**config.mk**
```make
export PLATFORM = sky130hd
export DESIGN_NAME = cv32e40s_obi_master_adapter
export DESIGN_NICKNAME = d
export VERILOG_FILES = /design/src/rtl/cv32e40s_pkg.sv /design/src/rtl/cv32e40s_obi_resp_tracker.sv /design/src/rtl/cv32e40s_obi_master_adapter.sv
export SDC_FILE = /design/constraint.sdc
export NUM_CORES = 1
export LEC_CHECK = 0
export CAP_MARGIN = 10
export CORE_UTILIZATION = 39
export CTS_CLUSTER_SIZE = 25
export DETAILED_ROUTE_END_ITERATION = 6
export PLACE_DENSITY_LB_ADDON = 0.1
export SLEW_MARGIN = 20
export SYNTH_ARGS = -nofsm -noshare
export SYNTH_HDL_FRONTEND = slang
export SYNTH_HIERARCHICAL = 1
export SYNTH_SLANG_ARGS = --single-unit
```
**constraint.sdc**
```tcl
create_clock -name clk -period 1.9 [get_ports clk]
set_input_delay 0.19 -clock clk [delete_from_list [all_inputs] [get_ports clk]]
set_output_delay 0.19 -clock clk [all_outputs]
set_load 0.005 [all_outputs]
```
**src/rtl/cv32e40s_pkg.sv**
```systemverilog
// Shared types and checksum-width helpers for the OBI master adapter.
package cv32e40s_pkg;

  typedef enum logic {
    TRANSPARENT = 1'b0,
    REGISTERED  = 1'b1
  } obi_state_e;

  // One even parity per address byte, {be,we} and prot odd parities, one per wdata byte.
  function automatic int achk_width(input int addr_width, input int data_width);
    return addr_width / 8 + data_width / 8 + 2;
  endfunction

  // One even parity per rdata byte followed by the err bit.
  function automatic int rchk_width(input int data_width);
    return data_width / 8 + 1;
  endfunction

endpackage

```
**src/rtl/cv32e40s_obi_resp_tracker.sv**
```systemverilog
// In-order tracker for granted-but-unanswered OBI transactions.
module cv32e40s_obi_resp_tracker #(
  parameter int DEPTH = 2,
  parameter int WIDTH = 2
) (
  input  logic             clk,
  input  logic             rst_n,
  input  logic             push,
  input  logic [WIDTH-1:0] wdata,
  input  logic             pop,
  output logic [WIDTH-1:0] head,
  output logic             empty
);

  localparam int PW = (DEPTH > 1) ? $clog2(DEPTH) : 1;
  localparam logic [PW-1:0] LAST = PW'(DEPTH - 1);

  logic [WIDTH-1:0] mem [DEPTH];
  logic [PW-1:0]    wr_idx, rd_idx;
  logic             wr_wrap, rd_wrap;
  logic             full, do_push, do_pop;

  assign empty   = (wr_idx == rd_idx) && (wr_wrap == rd_wrap);
  assign full    = (wr_idx == rd_idx) && (wr_wrap != rd_wrap);
  // A pop frees the slot the simultaneous push lands in.
  assign do_push = push && (!full || pop);
  assign do_pop  = pop && !empty;
  assign head    = mem[rd_idx];

  always_ff @(posedge clk) begin
    if (!rst_n) begin
      wr_idx  <= '0;
      wr_wrap <= 1'b0;
      rd_idx  <= '0;
      rd_wrap <= 1'b0;
    end else begin
      if (do_push) begin
        wr_idx  <= (wr_idx == LAST) ? '0 : wr_idx + 1'b1;
        wr_wrap <= (wr_idx == LAST) ? ~wr_wrap : wr_wrap;
      end
      if (do_pop) begin
        rd_idx  <= (rd_idx == LAST) ? '0 : rd_idx + 1'b1;
        rd_wrap <= (rd_idx == LAST) ? ~rd_wrap : rd_wrap;
      end
    end
  end

  always_ff @(posedge clk) begin
    if (do_push) mem[wr_idx] <= wdata;
  end

endmodule

```
**src/rtl/cv32e40s_obi_master_adapter.sv**
```systemverilog
// OBI master adapter: holds stalled requests stable, tracks outstanding
// transactions and checks handshake parity and response checksums.
module cv32e40s_obi_master_adapter
  import cv32e40s_pkg::*;
#(
  parameter int ADDR_WIDTH      = 32,
  parameter int DATA_WIDTH      = 32,
  parameter int MAX_OUTSTANDING = 2,
  parameter int DATA_MODE       = 0
) (
  input  logic                                        clk,
  input  logic                                        rst_n,
  input  logic                                        trans_valid_i,
  output logic                                        trans_ready_o,
  input  logic [ADDR_WIDTH-1:0]                       trans_addr_i,
  input  logic                                        trans_we_i,
  input  logic [DATA_WIDTH/8-1:0]                     trans_be_i,
  input  logic [DATA_WIDTH-1:0]                       trans_wdata_i,
  input  logic [2:0]                                  trans_prot_i,
  input  logic                                        trans_integrity_i,
  output logic                                        obi_req_o,
  output logic                                        obi_reqpar_o,
  input  logic                                        obi_gnt_i,
  input  logic                                        obi_gntpar_i,
  output logic [ADDR_WIDTH-1:0]                       obi_addr_o,
  output logic                                        obi_we_o,
  output logic [DATA_WIDTH/8-1:0]                     obi_be_o,
  output logic [DATA_WIDTH-1:0]                       obi_wdata_o,
  output logic [2:0]                                  obi_prot_o,
  output logic [achk_width(ADDR_WIDTH,DATA_WIDTH)-1:0] obi_achk_o,
  input  logic                                        obi_rvalid_i,
  input  logic                                        obi_rvalidpar_i,
  input  logic [DATA_WIDTH-1:0]                       obi_rdata_i,
  input  logic                                        obi_err_i,
  input  logic [rchk_width(DATA_WIDTH)-1:0]           obi_rchk_i,
  output logic                                        resp_valid_o,
  output logic [DATA_WIDTH-1:0]                       resp_rdata_o,
  output logic                                        resp_err_o,
  output logic                                        resp_integrity_o,
  output logic                                        resp_integrity_err_o,
  output logic                                        integrity_err_o,
  output logic                                        integrity_err_sticky_o,
  output logic [$clog2(MAX_OUTSTANDING+1)-1:0]        outstanding_cnt_o
);

  localparam int AB = ADDR_WIDTH / 8;
  localparam int BW = DATA_WIDTH / 8;
  localparam int CW = $clog2(MAX_OUTSTANDING + 1);
  localparam logic [CW-1:0] CNT_MAX = CW'(MAX_OUTSTANDING);

  typedef struct packed {
    logic [ADDR_WIDTH-1:0] addr;
    logic                  we;
    logic [BW-1:0]         be;
    logic [DATA_WIDTH-1:0] wdata;
    logic [2:0]            prot;
    logic                  integrity;
  } apl_t;

  obi_state_e state_q, state_d;
  apl_t       cur, pl, pl_q;
  logic [CW-1:0] cnt_q;
  logic       cnt_ok, grant, pop, sticky_q;
  logic       gntpar_err, rvalidpar_err, rchk_err, protocol_err;
  logic [1:0] head;
  logic       empty, head_int, head_gpe;
  logic [BW:0] rchk_exp;

  // Instruction-side adapters never write, so the write fields are tied off.
  always_comb begin
    cur.addr      = trans_addr_i;
    cur.we        = (DATA_MODE != 0) ? trans_we_i    : 1'b0;
    cur.be        = (DATA_MODE != 0) ? trans_be_i    : '1;
    cur.wdata     = (DATA_MODE != 0) ? trans_wdata_i : '0;
    cur.prot      = trans_prot_i;
    cur.integrity = trans_integrity_i;
  end

  assign cnt_ok = cnt_q < CNT_MAX;

  always_comb begin
    state_d       = state_q;
    pl            = cur;
    obi_req_o     = trans_valid_i;
    trans_ready_o = 1'b1;
    if (rst_n) begin
      case (state_q)
        TRANSPARENT: begin
          obi_req_o     = trans_valid_i && cnt_ok;
          trans_ready_o = cnt_ok;
          if (obi_req_o && !obi_gnt_i) state_d = REGISTERED;
        end
        REGISTERED: begin
          obi_req_o     = 1'b1;
          trans_ready_o = 1'b0;
          pl            = pl_q;
          if (obi_gnt_i) state_d = TRANSPARENT;
        end
        default: state_d = TRANSPARENT;
      endcase
    end
  end

  always_ff @(posedge clk) begin
    if (!rst_n) begin
      state_q <= TRANSPARENT;
      pl_q    <= '0;
    end else begin
      state_q <= state_d;
      if (state_q == TRANSPARENT && state_d == REGISTERED) pl_q <= cur;
    end
  end

  assign obi_reqpar_o = !obi_req_o;
  assign obi_addr_o   = pl.addr;
  assign obi_we_o     = pl.we;
  assign obi_be_o     = pl.be;
  assign obi_wdata_o  = pl.wdata;
  assign obi_prot_o   = pl.prot;

  always_comb begin
    obi_achk_o = '0;
    for (int i = 0; i < AB; i++) obi_achk_o[i] = ^pl.addr[8*i +: 8];
    obi_achk_o[AB]   = ~^{pl.be, pl.we};
    obi_achk_o[AB+1] = ~^pl.prot;
    for (int j = 0; j < BW; j++) obi_achk_o[AB+2+j] = ^pl.wdata[8*j +: 8];
  end

  assign grant         = obi_req_o && obi_gnt_i;
  assign gntpar_err    = (obi_gnt_i == obi_gntpar_i);
  assign rvalidpar_err = (obi_rvalid_i == obi_rvalidpar_i);
  // A response with nothing outstanding is a protocol violation, not a pop.
  assign protocol_err  = obi_rvalid_i && (cnt_q == '0);
  assign pop           = obi_rvalid_i && (cnt_q != '0);

  cv32e40s_obi_resp_tracker #(
    .DEPTH (MAX_OUTSTANDING),
    .WIDTH (2)
  ) u_tracker (
    .clk   (clk),
    .rst_n (rst_n),
    .push  (grant),
    .wdata ({pl.integrity, gntpar_err}),
    .pop   (pop),
    .head  (head),
    .empty (empty)
  );

  assign head_int = !empty && head[1];
  assign head_gpe = !empty && head[0];

  always_comb begin
    rchk_exp = '0;
    for (int j = 0; j < BW; j++) rchk_exp[j] = ^obi_rdata_i[8*j +: 8];
    rchk_exp[BW] = obi_err_i;
  end

  assign rchk_err = obi_rvalid_i && head_int && (obi_rchk_i != rchk_exp);

  assign resp_valid_o         = obi_rvalid_i;
  assign resp_rdata_o         = obi_rdata_i;
  assign resp_err_o           = obi_err_i;
  assign resp_integrity_o     = head_int;
  assign resp_integrity_err_o = obi_rvalid_i &&
                                (rvalidpar_err || head_gpe || rchk_err || protocol_err);
  assign integrity_err_o      = gntpar_err || rvalidpar_err || rchk_err || protocol_err;
  assign integrity_err_sticky_o = sticky_q;
  assign outstanding_cnt_o    = rst_n ? cnt_q : '0;

  always_ff @(posedge clk) begin
    if (!rst_n) begin
      cnt_q    <= '0;
      sticky_q <= 1'b0;
    end else begin
      sticky_q <= sticky_q || integrity_err_o;
      if (grant && !pop && cnt_q != CNT_MAX) cnt_q <= cnt_q + 1'b1;
      else if (pop && !grant)                cnt_q <= cnt_q - 1'b1;
    end
  end

endmodule
```
==> impl_metrics.yaml, run 1 <==
placement:
  place.gp.congestion: 0.784
  placement.setup.worst_slack_ps: -754
  post_dp_cell_area_mm2: 0.00560
  dp_hpwl_mm: 7.35
  placement.io_buffers: 167
power:
  irDropWorstVdd_mv: 0.237
  sw_frac_of_total_pct: 28.4
  power.leakage_nw: 2.67
  report.power.total_mw: 2.90
  power.density_cell_area_mw_per_mm2: 485
  power.sequential.fraction_pct: 38.7
  power.internal_mw: 2.08
  power_switching_uw: 826
  power.share.combinational_pct: 40.0
  pwr-share-clk_pct: 21.4
final_layout:
  diodes: 0
  multi_input_comb_area_mm2: 0.00251
  final_nets: 735
  post-route-cell-area_mm2: 0.00598
  seq_area_mm2: 0.00105
  drive_above_1_share_pct: 27.1
  final_common_cell: "clkdlybuf4s50_1"
  nFillCells: 967
  layout.cells.most_common_list: "clkdlybuf4s50_1, nand2_1, buf_4"
  area_growth_pct: 43.1
drt:
  detail-route-antenna-nets: 0
  detail_route.iter0.violations: 96
  detail_route.wirelength_mm: 10.1
  detail_route.drc_violations: 0
  wl_per_cell_um: 13.4
  detailroute.via_count: 3375
  post_drt_via_cell_ratio: 4.48
  first_pass_iters: 4
logic_synthesis:
  synth_sequential_area_ratio_pct: 24.9
  synth_compound_area_share_pct: 9.87
  synth.ff_latch_count: 50
  syn-mean-instance-area_um2: 8.82
  synth.area.mux_share_pct: 11.2
  dominant_combinational_cell_family_by_area_after_synthesis: "buffers and inverters"
  synth-edff-count: 4
  yosys.area_share.adder_pct: 0.299
  postSynth.topFlopCell: "dfxtp_1"
  postSynthCellCount: 474
  synth-xor-area-share_pct: 17.7
  yosys_warnings: 6
  synth_async_sr_flop_share_pct: 0
  post_synthesis_simple_gate_area_fraction_pct: 13.0
  ys_types: 41
  synth_area_mm2: 0.00418
  synth.largest_area_cell: "dfxtp_1"
  netlist_top_cells_area: "dfxtp_1, buf_4, mux2_2"
  synth.top_cell.area_share_pct: 22.0
floorplan:
  die_width_um: 106
  dieArea_mm2: 0.0111
  core_area_mm2: 0.0104
  pin_count: 243
  die_height_um: 106
  rows: 37
  start_util_pct: 40.3
sta:
  slew_violations: 0
  setup_slack_ps: -269
  setup_repair_after_global_routing_missed_its_margin: "true"
  tcrit_tclk_final_pct: 114
  finalSetupViolCount: 21
  finalWorstPathRequiredPeriod_ps: 2170
  fmax_mhz: 461
  timing.final.hold_violations: 0
  final.setup_skew_ps: 9.78
clock_tree:
  cts.sinks: 50
  cts_h_tree_lvls: 2
  worst_setup_hold_path_clk_slew_ps: 100
  cts_max_path_buffers: 2
  ctsHoldBuffers: 0
  clkLatencyLatePin_ps: 310
  clock_root_buffer: "clkbuf_8"
  cts_tree: "done"
  cts_made_buffers: 5
worst_setup_path:
  critPathLaunchType: "flip-flop"
  worst-endpoint-arrival_ps: 1980
  worst_setup_path_end_kind: "output port"
  worstPathRequired_ps: 1710
  critical_path.max_fanout: 7
  worstSetupPathType: "flip-flop to output port"
run_status:
  outcome: "finished, violations left"
  violations: "setup timing"
hold_path:
  hold_class: "primary input to flip-flop"
global_routing:
  track_usage_pct: 18.3
  grt_first_pass_wirelength_mm: 16.3
  grt_antenna_before_repair: 0
  grt.overflow.total: 0
  first_global_vias: 3356
  grt_max_degree: 55
flow_run:
  drv_cap: 0
metrics by stage:
| stage | hold slack [ps] | std cells | setup TNS, ps | util [%] |
|---|---|---|---|---|
| floorplan | 312 | 510 | 0 | - |
| global placement | 439 | 727 | -3300 | 54.0 |
| detailed placement | 444 | 727 | -3370 | 54.0 |
| CTS | 436 | 751 | -3210 | 57.0 |
| global route | 467 | 753 | -4190 | 57.7 |
| finish | 441 | 753 | -2550 | 57.7 |
layer usage:
layer / share of wire (%) / wire (um) / global-route usage (%)
met1: 44 / 4390 / 22.1
met2: 51 / 5120 / 33.6
met3: 4.9 / 495 / 3.09
met4: 0.67 / 68 / 4.07
met5: 0 / 0 / 0
final cells by class:
type | count | area share (%)
tap | 136 | 2.84
inverter | 5 | 0.314
clock buffer | 6 | 1.21
timing repair buffer | 229 | 35.8
multi-input combinational | 325 | 42.0
sequential | 50 | 17.6
clock inverter | 2 | 0.230
final timing paths:
path	start	endpoint	slack, ps	cells past startpoint
worst max-delay path	state_q	obi_achk_o[2]	-270	7
worst min-delay path	trans_prot_i[2]	pl_q[3]	440	3
worst max register to register	state_q	u_tracker/mem[0][0]	270	5
worst min register to register	pl_q[55]	pl_q[55]	450	2
critical path, cell delays in order, from the launching register on:
cell and delay, ps:
dfxtp_2 360, nand2_4 70, buf_12 130, buf_12 130, mux2_4 320, xor2_2 180, xnor3_1 340, buf_2 140
cells in the mapped netlist, types with 2 or more instances:
library cell	number
inv_1	5
clkbuf_1	6
buf_4	113
buf_2	9
nand3b_1	2
nand2_1	80
a21oi_1	3
nor3b_1	3
nand2b_1	3
mux2_2	37
xnor2_1	38
a21boi_1	12
mux2i_1	2
xnor3_1	10
a21boi_0	25
xor2_1	21
conb_1	2
dfxtp_1	46
nand3_1	4
mux2_4	2
and2_1	6
o21a_1	2
buf_6	2
nor2b_1	5
edfxtp_1	4
o21ai_0	13
nor2_1	5
flip-flops by register name, indices dropped and copies added, names as in the netlist, named ones only:
signal and cells:
pl_q 37, state_q 1, u_tracker/wr_idx 1, cnt_q 2
u_tracker/mem 4, u_tracker/wr_wrap 1, u_tracker/rd_wrap 1, u_tracker/rd_idx 1
integrity_err_sticky_o 1
what timing repair did:
action	in CTS	in global routing
cloned	2	0
endpoints found under the setup margin	49	32
pin swaps	43	8
buffers inserted	14	3
resized for setup	204	26
logic make-up after synthesis:
kind of cell,count (synthesis)
fa+ha+maj,1
compound gates,60
mux,41
flops,50
simple gates,116
buf+inv,135
xor+xnor,69
other cells,2
power groups by stage:
| stage | registers (mW) | logic [mW] | clock network, mW |
|---|---|---|---|
| final | 1.12 | 1.16 | 0.620 |
| after CTS | 1.12 | 1.15 | 0.652 |
| after detailed placement | 1.15 | 1.16 | 0 |
| after floorplan | 1.14 | 0.711 | 0 |
| after global routing | 1.13 | 1.25 | 0.694 |
| after global placement | 1.15 | 1.15 | 0 |
(Power assumes the default switching activity.)
==> inputs of run 2 (changes only) <==
Settings changed: ABC_CLOCK_PERIOD_IN_PS set to 1900.
==> results of run 2 <==
No change in the layout: final DEF, timing and power equal those of run 1.
==> inputs of run 3 (changes only) <==
Settings changed: ABC_CLOCK_PERIOD_IN_PS 1900 to 2050.
Clock period 1.9 ns to 2.05 ns, I/O delays scaled along.
==> impl_metrics.yaml, run 3 (synthesis results as in run 1) <==
clock_tree:
  cts.sinks: 50
  cts_h_tree_lvls: 2
  worst_setup_hold_path_clk_slew_ps: 100
  clock_root_buffer: "clkbuf_8"
  clkLatencyLatePin_ps: 310
  cts_max_path_buffers: 2
  cts_tree: "done"
  cts_made_buffers: 5
  ctsHoldBuffers: 0
drt:
  post_drt_via_cell_ratio: 4.45
  detail_route.iter0.violations: 62
  detail_route.drc_violations: 0
  first_pass_iters: 4
  wl_per_cell_um: 13.2
  detail_route.wirelength_mm: 9.77
  detailroute.via_count: 3288
  detail-route-antenna-nets: 0
global_routing:
  track_usage_pct: 17.3
  grt.overflow.total: 0
  grt_max_degree: 55
  first_global_vias: 3133
  grt_antenna_before_repair: 0
  grt_first_pass_wirelength_mm: 15.5
final_layout:
  layout.cells.most_common_list: "clkdlybuf4s50_1, nand2_1, dfxtp_1"
  final_core_util_pct: 56.6
  largest_register_ffs: 37
  final_common_cell: "clkdlybuf4s50_1"
  top_regs: "pl_q: 37 flops, u_tracker/mem: 4 flops, cnt_q: 2 flops"
  drive_above_1_share_pct: 24.2
  seq_area_mm2: 0.00105
  diodes: 0
  largest_reg_by_ff_count: "pl_q"
  final_nets: 721
  nFillCells: 968
  area_growth_pct: 40.4
  multi_input_comb_area_mm2: 0.00251
sta:
  final.setup_skew_ps: 11.7
  setup_repair_after_global_routing_missed_its_margin: "true"
  setup_slack_ps: -126
  timing.final.hold_violations: 0
  fmax_mhz: 459
  finalWorstPathRequiredPeriod_ps: 2180
  slew_violations: 0
  tcrit_tclk_final_pct: 106
  finalSetupViolCount: 4
worst_setup_path:
  critical_path.max_fanout: 4
  worst-endpoint-arrival_ps: 1970
  critPathTopFamily: "XOR/XNOR gates"
  worst-r2r-cell-count: 4
  critPathBufInv: 3
  critical_path.max_stage_delay_ps: 360
  timing.critical_path.cells: "nand2_4 > buf_12 > buf_8 > mux2_4 > xor2_2 > xnor3_1 > buf_2"
  critPathLaunchType: "flip-flop"
  critical-path-slowest-cell: "dfxtp_2"
  worstPathRequired_ps: 1850
  worstSetupPathType: "flip-flop to output port"
  worst_setup_path_end_kind: "output port"
  critical_path_depth: 7
run_status:
  violations: "setup timing"
  outcome: "finished, violations left"
floorplan:
  rows: 37
  die_width_um: 106
  pin_count: 243
  core_area_mm2: 0.0104
  start_util_pct: 40.3
  dieArea_mm2: 0.0111
  die_height_um: 106
placement:
  placement.io_buffers: 167
  place.gp.congestion: 0.749
  dp_hpwl_mm: 7.18
  placement.setup.worst_slack_ps: -620
power:
  power.leakage_nw: 2.61
  power.density_cell_area_mw_per_mm2: 478
  irDropWorstVdd_mv: 0.302
flow_run:
  drv_cap: 0
hold_path:
  whs_path_depth: 3
  hold_class: "primary input to flip-flop"
-- run 3: cell types whose count changed in the layout (fill, tap and decap cells not counted), sizes merged --
cell / change
buf: -26
clkdlybuf4s50: +16
dlygate4sd2: -9
clkbuf: +6
clkdlybuf4s15: -2
clkinv: -2
dlymetal6s2s: +2
inv: +1
-- run 3: worst paths after layout --
kind / startpoint / end / slack [ps]
min reg2reg: pl_q[55] / pl_q[55] / 460
max reg2reg: cnt_q[1] / u_tracker/mem[0][1] / 330
max: state_q / obi_achk_o[0] / -130
min: rst_n / u_tracker/rd_idx / 430
-- run 3: layer usage --
metal	GRT usage, %	vias to the layer above	wire length (um)
met3	3.22	8	486
met5	0	-	0
li1	-	1652	-
met4	3.57	0	81
met1	21.0	1517	4220
met2	31.8	111	4980
-- run 3: area by class of cell --
class,instances,area share [%]
timing repair buffer,215,34.2
sequential,50,17.8
inverter,5,0.320
clock buffer,7,1.83
multi-input combinational,325,42.8
tap,136,2.90
clock inverter,1,0.149
-- run 3: metrics by stage --
step           setup TNS (ps)  power (mW)  std cells  hold slack [ps]  cell area, um^2
2_1_floorplan               0        1.72        510              327             4320
3_3_place_gp            -2180        2.12        718              439             5530
3_5_place_dp            -2180        2.13        718              447             5530
4_1_cts                  -585        2.83        739              448             5830
5_1_grt                  -605        2.96        739              452             5870
6_report                 -373        2.81        739              429             5870
-- run 3: power by group --
| group | internal (mW) | switching, mW | total, mW |
|---|---|---|---|
| Clock | 0.353 | 0.360 | 0.713 |
| Sequential | 1.02 | 0.0263 | 1.05 |
| Combinational | 0.657 | 0.389 | 1.05 |
-- run 3: repair_timing --
item | CTS | global route
pin swaps | 36 | 20
endpoints found under the hold margin | 0 | 0
gates cloned | 1 | 0
gates resized for setup | 130 | 41
endpoints found under the setup margin | 18 | 18
buffers inserted | 12 | 1
-- run 3: tightest hold or removal path: stages --
cell and delay (ps):
buf_2 120, buf_6 210, o31a_1 140
